[config.mk]
export PLATFORM = sky130hd
export DESIGN_NAME = adam_axil_rr_arbiter
export DESIGN_NICKNAME = d
export VERILOG_FILES = /design/src/rtl/adam_axil_rr_arbiter.sv
export SDC_FILE = /design/constraint.sdc
export NUM_CORES = 1
export LEC_CHECK = 0
export CAP_MARGIN = 20
export CORE_AREA = 2 2 295 297
export CTS_CLUSTER_DIAMETER = 120
export CTS_CLUSTER_SIZE = 28
export DETAILED_ROUTE_END_ITERATION = 8
export DIE_AREA = 0 0 297 299
export DONT_BUFFER_PORTS = 1
export SLEW_MARGIN = 20
export SYNTH_ARGS = -nofsm -noshare
export SYNTH_HDL_FRONTEND = slang
export SYNTH_SLANG_ARGS = --single-unit
[constraint.sdc]
create_clock -name seq_clk_i -period 1.95 [get_ports seq_clk_i]
set_input_delay 0.0975 -clock seq_clk_i [delete_from_list [all_inputs] [get_ports seq_clk_i]]
set_output_delay 0.0975 -clock seq_clk_i [all_outputs]
set_load 0.02 [all_outputs]
[src/rtl/adam_axil_rr_arbiter.sv]
// N-to-1 AXI-Lite arbiter with independent write (AW/W/B) and read (AR/R) paths.
// Define ADAM_AXIL_ARB_FIXED_PRIO_EN for lowest-index-wins arbitration instead of round-robin.
module adam_axil_rr_arbiter #(
    parameter  int ADDR_WIDTH = 32,
    parameter  int DATA_WIDTH = 32,
    parameter  int NO_SLVS    = 4,
    localparam int STRB_WIDTH = DATA_WIDTH / 8
) (
    input  logic                                 seq_clk_i,
    input  logic                                 seq_rst_i,

    input  logic [NO_SLVS-1:0]                   slv_aw_valid_i,
    output logic [NO_SLVS-1:0]                   slv_aw_ready_o,
    input  logic [NO_SLVS-1:0][ADDR_WIDTH-1:0]   slv_aw_addr_i,
    input  logic [NO_SLVS-1:0][2:0]              slv_aw_prot_i,
    input  logic [NO_SLVS-1:0]                   slv_w_valid_i,
    output logic [NO_SLVS-1:0]                   slv_w_ready_o,
    input  logic [NO_SLVS-1:0][DATA_WIDTH-1:0]   slv_w_data_i,
    input  logic [NO_SLVS-1:0][STRB_WIDTH-1:0]   slv_w_strb_i,
    output logic [NO_SLVS-1:0]                   slv_b_valid_o,
    input  logic [NO_SLVS-1:0]                   slv_b_ready_i,
    output logic [NO_SLVS-1:0][1:0]              slv_b_resp_o,
    input  logic [NO_SLVS-1:0]                   slv_ar_valid_i,
    output logic [NO_SLVS-1:0]                   slv_ar_ready_o,
    input  logic [NO_SLVS-1:0][ADDR_WIDTH-1:0]   slv_ar_addr_i,
    input  logic [NO_SLVS-1:0][2:0]              slv_ar_prot_i,
    output logic [NO_SLVS-1:0]                   slv_r_valid_o,
    input  logic [NO_SLVS-1:0]                   slv_r_ready_i,
    output logic [NO_SLVS-1:0][DATA_WIDTH-1:0]   slv_r_data_o,
    output logic [NO_SLVS-1:0][1:0]              slv_r_resp_o,

    output logic                                 mst_aw_valid_o,
    input  logic                                 mst_aw_ready_i,
    output logic [ADDR_WIDTH-1:0]                mst_aw_addr_o,
    output logic [2:0]                           mst_aw_prot_o,
    output logic                                 mst_w_valid_o,
    input  logic                                 mst_w_ready_i,
    output logic [DATA_WIDTH-1:0]                mst_w_data_o,
    output logic [STRB_WIDTH-1:0]                mst_w_strb_o,
    input  logic                                 mst_b_valid_i,
    output logic                                 mst_b_ready_o,
    input  logic [1:0]                           mst_b_resp_i,
    output logic                                 mst_ar_valid_o,
    input  logic                                 mst_ar_ready_i,
    output logic [ADDR_WIDTH-1:0]                mst_ar_addr_o,
    output logic [2:0]                           mst_ar_prot_o,
    input  logic                                 mst_r_valid_i,
    output logic                                 mst_r_ready_o,
    input  logic [DATA_WIDTH-1:0]                mst_r_data_i,
    input  logic [1:0]                           mst_r_resp_i
);

    localparam int IDX_W = (NO_SLVS > 1) ? $clog2(NO_SLVS) : 1;

    typedef enum logic [1:0] {W_IDLE, W_XFER, W_RESP} w_state_e;
    typedef enum logic [1:0] {R_IDLE, R_ADDR, R_RESP} r_state_e;

    w_state_e           w_state_q;
    r_state_e           r_state_q;
    logic [IDX_W-1:0]   wgnt_q, rgnt_q;
    logic               aw_done_q, w_done_q;
    logic [IDX_W-1:0]   w_pick, r_pick;
    logic               aw_hs, w_hs, b_hs, ar_hs, r_hs;

`ifdef ADAM_AXIL_ARB_FIXED_PRIO_EN
    function automatic logic [IDX_W-1:0] pick(input logic [NO_SLVS-1:0] req);
        logic [IDX_W-1:0] sel;
        sel = '0;
        for (int i = NO_SLVS - 1; i >= 0; i--) begin
            if (req[IDX_W'(i)]) sel = IDX_W'(i);
        end
        return sel;
    endfunction

    assign w_pick = pick(slv_aw_valid_i);
    assign r_pick = pick(slv_ar_valid_i);
`else
    logic [IDX_W-1:0] wptr_q, rptr_q;

    // Descending scan so the smallest cyclic offset from ptr wins.
    function automatic logic [IDX_W-1:0] pick(input logic [NO_SLVS-1:0] req,
                                              input logic [IDX_W-1:0]   ptr);
        logic [IDX_W-1:0] sel;
        logic [IDX_W-1:0] idx;
        sel = '0;
        for (int k = NO_SLVS - 1; k >= 0; k--) begin
            idx = IDX_W'((int'(ptr) + k) % NO_SLVS);
            if (req[idx]) sel = idx;
        end
        return sel;
    endfunction

    function automatic logic [IDX_W-1:0] nxt(input logic [IDX_W-1:0] g);
        return (g == IDX_W'(NO_SLVS - 1)) ? '0 : g + IDX_W'(1);
    endfunction

    assign w_pick = pick(slv_aw_valid_i, wptr_q);
    assign r_pick = pick(slv_ar_valid_i, rptr_q);
`endif

    assign mst_aw_valid_o = (w_state_q == W_XFER) && !aw_done_q && slv_aw_valid_i[wgnt_q];
    assign mst_aw_addr_o  = slv_aw_addr_i[wgnt_q];
    assign mst_aw_prot_o  = slv_aw_prot_i[wgnt_q];
    assign mst_w_valid_o  = (w_state_q == W_XFER) && !w_done_q && slv_w_valid_i[wgnt_q];
    assign mst_w_data_o   = slv_w_data_i[wgnt_q];
    assign mst_w_strb_o   = slv_w_strb_i[wgnt_q];
    assign mst_b_ready_o  = (w_state_q == W_RESP) && slv_b_ready_i[wgnt_q];
    assign mst_ar_valid_o = (r_state_q == R_ADDR) && slv_ar_valid_i[rgnt_q];
    assign mst_ar_addr_o  = slv_ar_addr_i[rgnt_q];
    assign mst_ar_prot_o  = slv_ar_prot_i[rgnt_q];
    assign mst_r_ready_o  = (r_state_q == R_RESP) && slv_r_ready_i[rgnt_q];

    assign aw_hs = mst_aw_valid_o && mst_aw_ready_i;
    assign w_hs  = mst_w_valid_o  && mst_w_ready_i;
    assign b_hs  = mst_b_valid_i  && mst_b_ready_o;
    assign ar_hs = mst_ar_valid_o && mst_ar_ready_i;
    assign r_hs  = mst_r_valid_i  && mst_r_ready_o;

    always_comb begin
        slv_aw_ready_o = '0;
        slv_w_ready_o  = '0;
        slv_b_valid_o  = '0;
        slv_ar_ready_o = '0;
        slv_r_valid_o  = '0;
        slv_aw_ready_o[wgnt_q] = (w_state_q == W_XFER) && !aw_done_q && mst_aw_ready_i;
        slv_w_ready_o[wgnt_q]  = (w_state_q == W_XFER) && !w_done_q && mst_w_ready_i;
        slv_b_valid_o[wgnt_q]  = (w_state_q == W_RESP) && mst_b_valid_i;
        slv_ar_ready_o[rgnt_q] = (r_state_q == R_ADDR) && mst_ar_ready_i;
        slv_r_valid_o[rgnt_q]  = (r_state_q == R_RESP) && mst_r_valid_i;
        for (int i = 0; i < NO_SLVS; i++) begin
            slv_b_resp_o[i] = mst_b_resp_i;
            slv_r_resp_o[i] = mst_r_resp_i;
            slv_r_data_o[i] = mst_r_data_i;
        end
    end

    always_ff @(posedge seq_clk_i) begin
        if (seq_rst_i) begin
            w_state_q <= W_IDLE;
            wgnt_q    <= '0;
            aw_done_q <= 1'b0;
            w_done_q  <= 1'b0;
`ifndef ADAM_AXIL_ARB_FIXED_PRIO_EN
            wptr_q    <= '0;
`endif
        end else begin
            case (w_state_q)
                W_IDLE: if (|slv_aw_valid_i) begin
                    wgnt_q    <= w_pick;
                    w_state_q <= W_XFER;
                end
                W_XFER: begin
                    if (aw_hs) aw_done_q <= 1'b1;
                    if (w_hs)  w_done_q  <= 1'b1;
                    if ((aw_done_q || aw_hs) && (w_done_q || w_hs)) w_state_q <= W_RESP;
                end
                W_RESP: if (b_hs) begin
                    aw_done_q <= 1'b0;
                    w_done_q  <= 1'b0;
                    w_state_q <= W_IDLE;
`ifndef ADAM_AXIL_ARB_FIXED_PRIO_EN
                    wptr_q    <= nxt(wgnt_q);
`endif
                end
                default: w_state_q <= W_IDLE;
            endcase
        end
    end

    always_ff @(posedge seq_clk_i) begin
        if (seq_rst_i) begin
            r_state_q <= R_IDLE;
            rgnt_q    <= '0;
`ifndef ADAM_AXIL_ARB_FIXED_PRIO_EN
            rptr_q    <= '0;
`endif
        end else begin
            case (r_state_q)
                R_IDLE: if (|slv_ar_valid_i) begin
                    rgnt_q    <= r_pick;
                    r_state_q <= R_ADDR;
                end
                R_ADDR: if (ar_hs) r_state_q <= R_RESP;
                R_RESP: if (r_hs) begin
                    r_state_q <= R_IDLE;
`ifndef ADAM_AXIL_ARB_FIXED_PRIO_EN
                    rptr_q    <= nxt(rgnt_q);
`endif
                end
                default: r_state_q <= R_IDLE;
            endcase
        end
    end

endmodule

==> summary.txt <==
GRT Residual Overflow -> 0
Cells after DPL -> 1405
Clk sinks -> 14
R2R setup slack -> 70 ps
Critical Path End -> mst_b_ready_o
FF-to-FF Start -> w_state_q[1]
Crit path time final -> 1910 ps
Total number of vias -> 3738
Synth top area share -> 0.529
Crit path kind -> reg2out
Port Buffers -> 0
Synth cell types -> 32
Die area -> 88800 µm²
Worst-path clk slew -> 70 ps
Remaining routing DRC violations -> 0
# fillers -> 10.1k
Leak pwr -> 1.18 nW
Top Ports -> 762
RePlAce Congestion -> 1.11
Via/cell ratio -> 2.60
Core footprint -> 85900 µm²
Unrepaired setup endpoints after global routing -> no
Final-report setup violation count -> 0
Worst Path Max Fanout -> 5
WHS -> 32.1 ps
CTS tree -> built
Crit path from -> wgnt_q[0]
Final wirelength -> 34600 µm
Number of max-cap violations -> 0
Synthesis Warnings -> 0
ANT nets after route -> 0
Initial Utilization -> 0.0550
Final Hold Fails -> 0
Avg Cell Area, Syn -> 11.7 µm²
Fin crit share -> 0.978
Worst-Skew Late Latency -> 260 ps
Worst EP arrival -> 1810 ps
Worst R2R Path Depth -> 4
Slew Limit Fails -> 0
WL/cell -> 24.1 µm
Hold crit path type -> in2reg
Dpl ws -> 101 ps
Synth area leaders -> mux4_2, buf_4, dfxtp_1
Critical path launch point type -> flop
Ys flop type -> dfxtp_1
Number of H-tree levels -> 1
Yosys reg bits -> 14
Synth async-reset ratio -> 0
CTS Buf Count -> 3
Detailed Route Iter0 Violations -> 329
Fin worst setup slack -> 43.8 ps
Sw Ratio -> 0.471
Most frequent cells in the layout -> mux4_2, a21oi_1, and2_1
Worst-Margin Slew -> 993 ps
Mapped Cells -> 404
Net switching power -> 0.000974 W
Status -> completed
Clk pwr share -> 0.206
DP Wirelength -> 30500 µm
Clk buf depth -> 2
Pwr Total -> 0.00207 W
Sequential area share after synthesis -> 0.0593
Drt first pass iters -> 6
Rel. slew slack -> 0.331
Max Fclk -> 0.525 GHz
Crit path required time -> 1850 ps
Worst vdd ir -> 0.000178 V
CTS Root Cell -> clkbuf_16
HP Start -> seq_rst_i
Die Y -> 299 µm
Mapped Area -> 4730 µm²
GRT Total Usage -> 0.0706
Worst R2R End -> wptr_q[0]
Reg power frac -> 0.162
Area leader, netlist -> mux4_2
Site row count -> 108
Multi-input gate area -> 3200 µm²
Setup Skew -> 0.635 ps
Vias in the first global route -> 3620
Final nets -> 755
Power Internal -> 0.00109 W
Fin cells -> 1439
Comb power frac -> 0.631
Pin count of the biggest net entering global routing -> 63
Reg area -> 293 µm²
Pwr Density -> 381 nW/µm²
Area Growth Syn to Fin -> 14.6%
First-pass GRT wire length -> 41300 µm
Die X -> 297 µm
Type of element capturing the critical path -> output port
Most common cell after layout, fill and taps aside -> mux4_2
Synthesized net count -> 899
Initial antenna violation count -> 47
Post-synth EDFFs -> 0
Layout cells sized above 1 -> 0.544
==> worst max-delay path, cell delays in order (launching register included) <==
cell and delay [ps]:
dfxtp_4 380, buf_12 130, mux4_2 630, and3b_1 270, buf_12 140
==> how the worst min path moves through the flow <==
stage / cells past startpoint / to
floorplan: 1 / r_state_q[1]
global placement: 1 / wgnt_q[0]
detailed placement: 1 / wgnt_q[0]
CTS: 2 / wgnt_q[1]
global route: 2 / wgnt_q[1]
finish: 2 / wgnt_q[1]
==> cells in the mapped netlist, drive strengths merged (3+ instances only) <==
library cell / instances
a21oi: 18
and2: 17
and3: 4
and3b: 4
buf: 168
dfxtp: 14
ha: 8
inv: 6
mux2i: 4
mux4: 111
nand2: 10
nand2b: 3
nand3b: 4
nor2: 9
or3: 3
==> layer usage <==
| layer | track usage | wire length (µm) |
|---|---|---|
| met4 | 0.0255 | 1190 |
| met3 | 0.0559 | 6120 |
| met2 | 0.0836 | 12900 |
| met1 | 0.0919 | 14200 |
| met5 | 0 | 161 |
==> repair_timing <==
| item | CTS | global route |
|---|---|---|
| hold buffers | 2 | 0 |
| hold endpoints to repair | 14 | 0 |
| resized for setup | 3 | 1 |
| setup endpoints to repair | 57 | 35 |
| gates cloned | 1 | 0 |
| buffers inserted | 0 | 2 |
==> kinds of logic (layout without fill, tap and decap cells) <==
logic type                 Yosys count  count (layout)  share of synthesized area
muxes                              115             115                      0.537
other                                0              25                          0
buffers and inverters              176              31                      0.264
adders and majority gates            8               8                     0.0212
and+or+nand+nor                     62              62                     0.0781
DFF                                 14              14                     0.0593
AOI/OAI and AO/OA                   29              29                     0.0397
==> state kept, by name, summed over array words and instances, names as in the netlist <==
name       cells
w_state_q      2
wptr_q         2
rptr_q         2
w_done_q       1
aw_done_q      1
rgnt_q         2
r_state_q      2
wgnt_q         2
==> power by group through the flow <==
stage          Combinational, W  Sequential, W  Clock, W
2_1_floorplan           0.00144       0.000321         0
3_3_place_gp            0.00124       0.000345         0
3_5_place_dp            0.00126       0.000347         0
4_1_cts                 0.00130       0.000345  0.000457
5_1_grt                 0.00136       0.000339  0.000460
6_report                0.00130       0.000336  0.000426
==> per-stage QoR <==
| stage | utilization | setup TNS [ps] | area, µm² |
|---|---|---|---|
| floorplan | - | 0 | 4730 |
| detailed placement | 0.0602 | 0 | 5170 |
| global route | 0.0627 | 0 | 5390 |
| global placement | 0.0602 | 0 | 5170 |
| finish | 0.0630 | 0 | 5420 |
| CTS | 0.0618 | -151 | 5310 |
==> area by class of cell <==
cell class              count  area share
multi-input cells         214       0.591
well taps                1155       0.267
repair buffers             21      0.0582
flip-flops and latches     14      0.0541
clock buffers               3      0.0139
diodes                     25      0.0116
inverters                   6     0.00416
clock inverters             1    0.000693
Power figures use the tool's default switching activity.
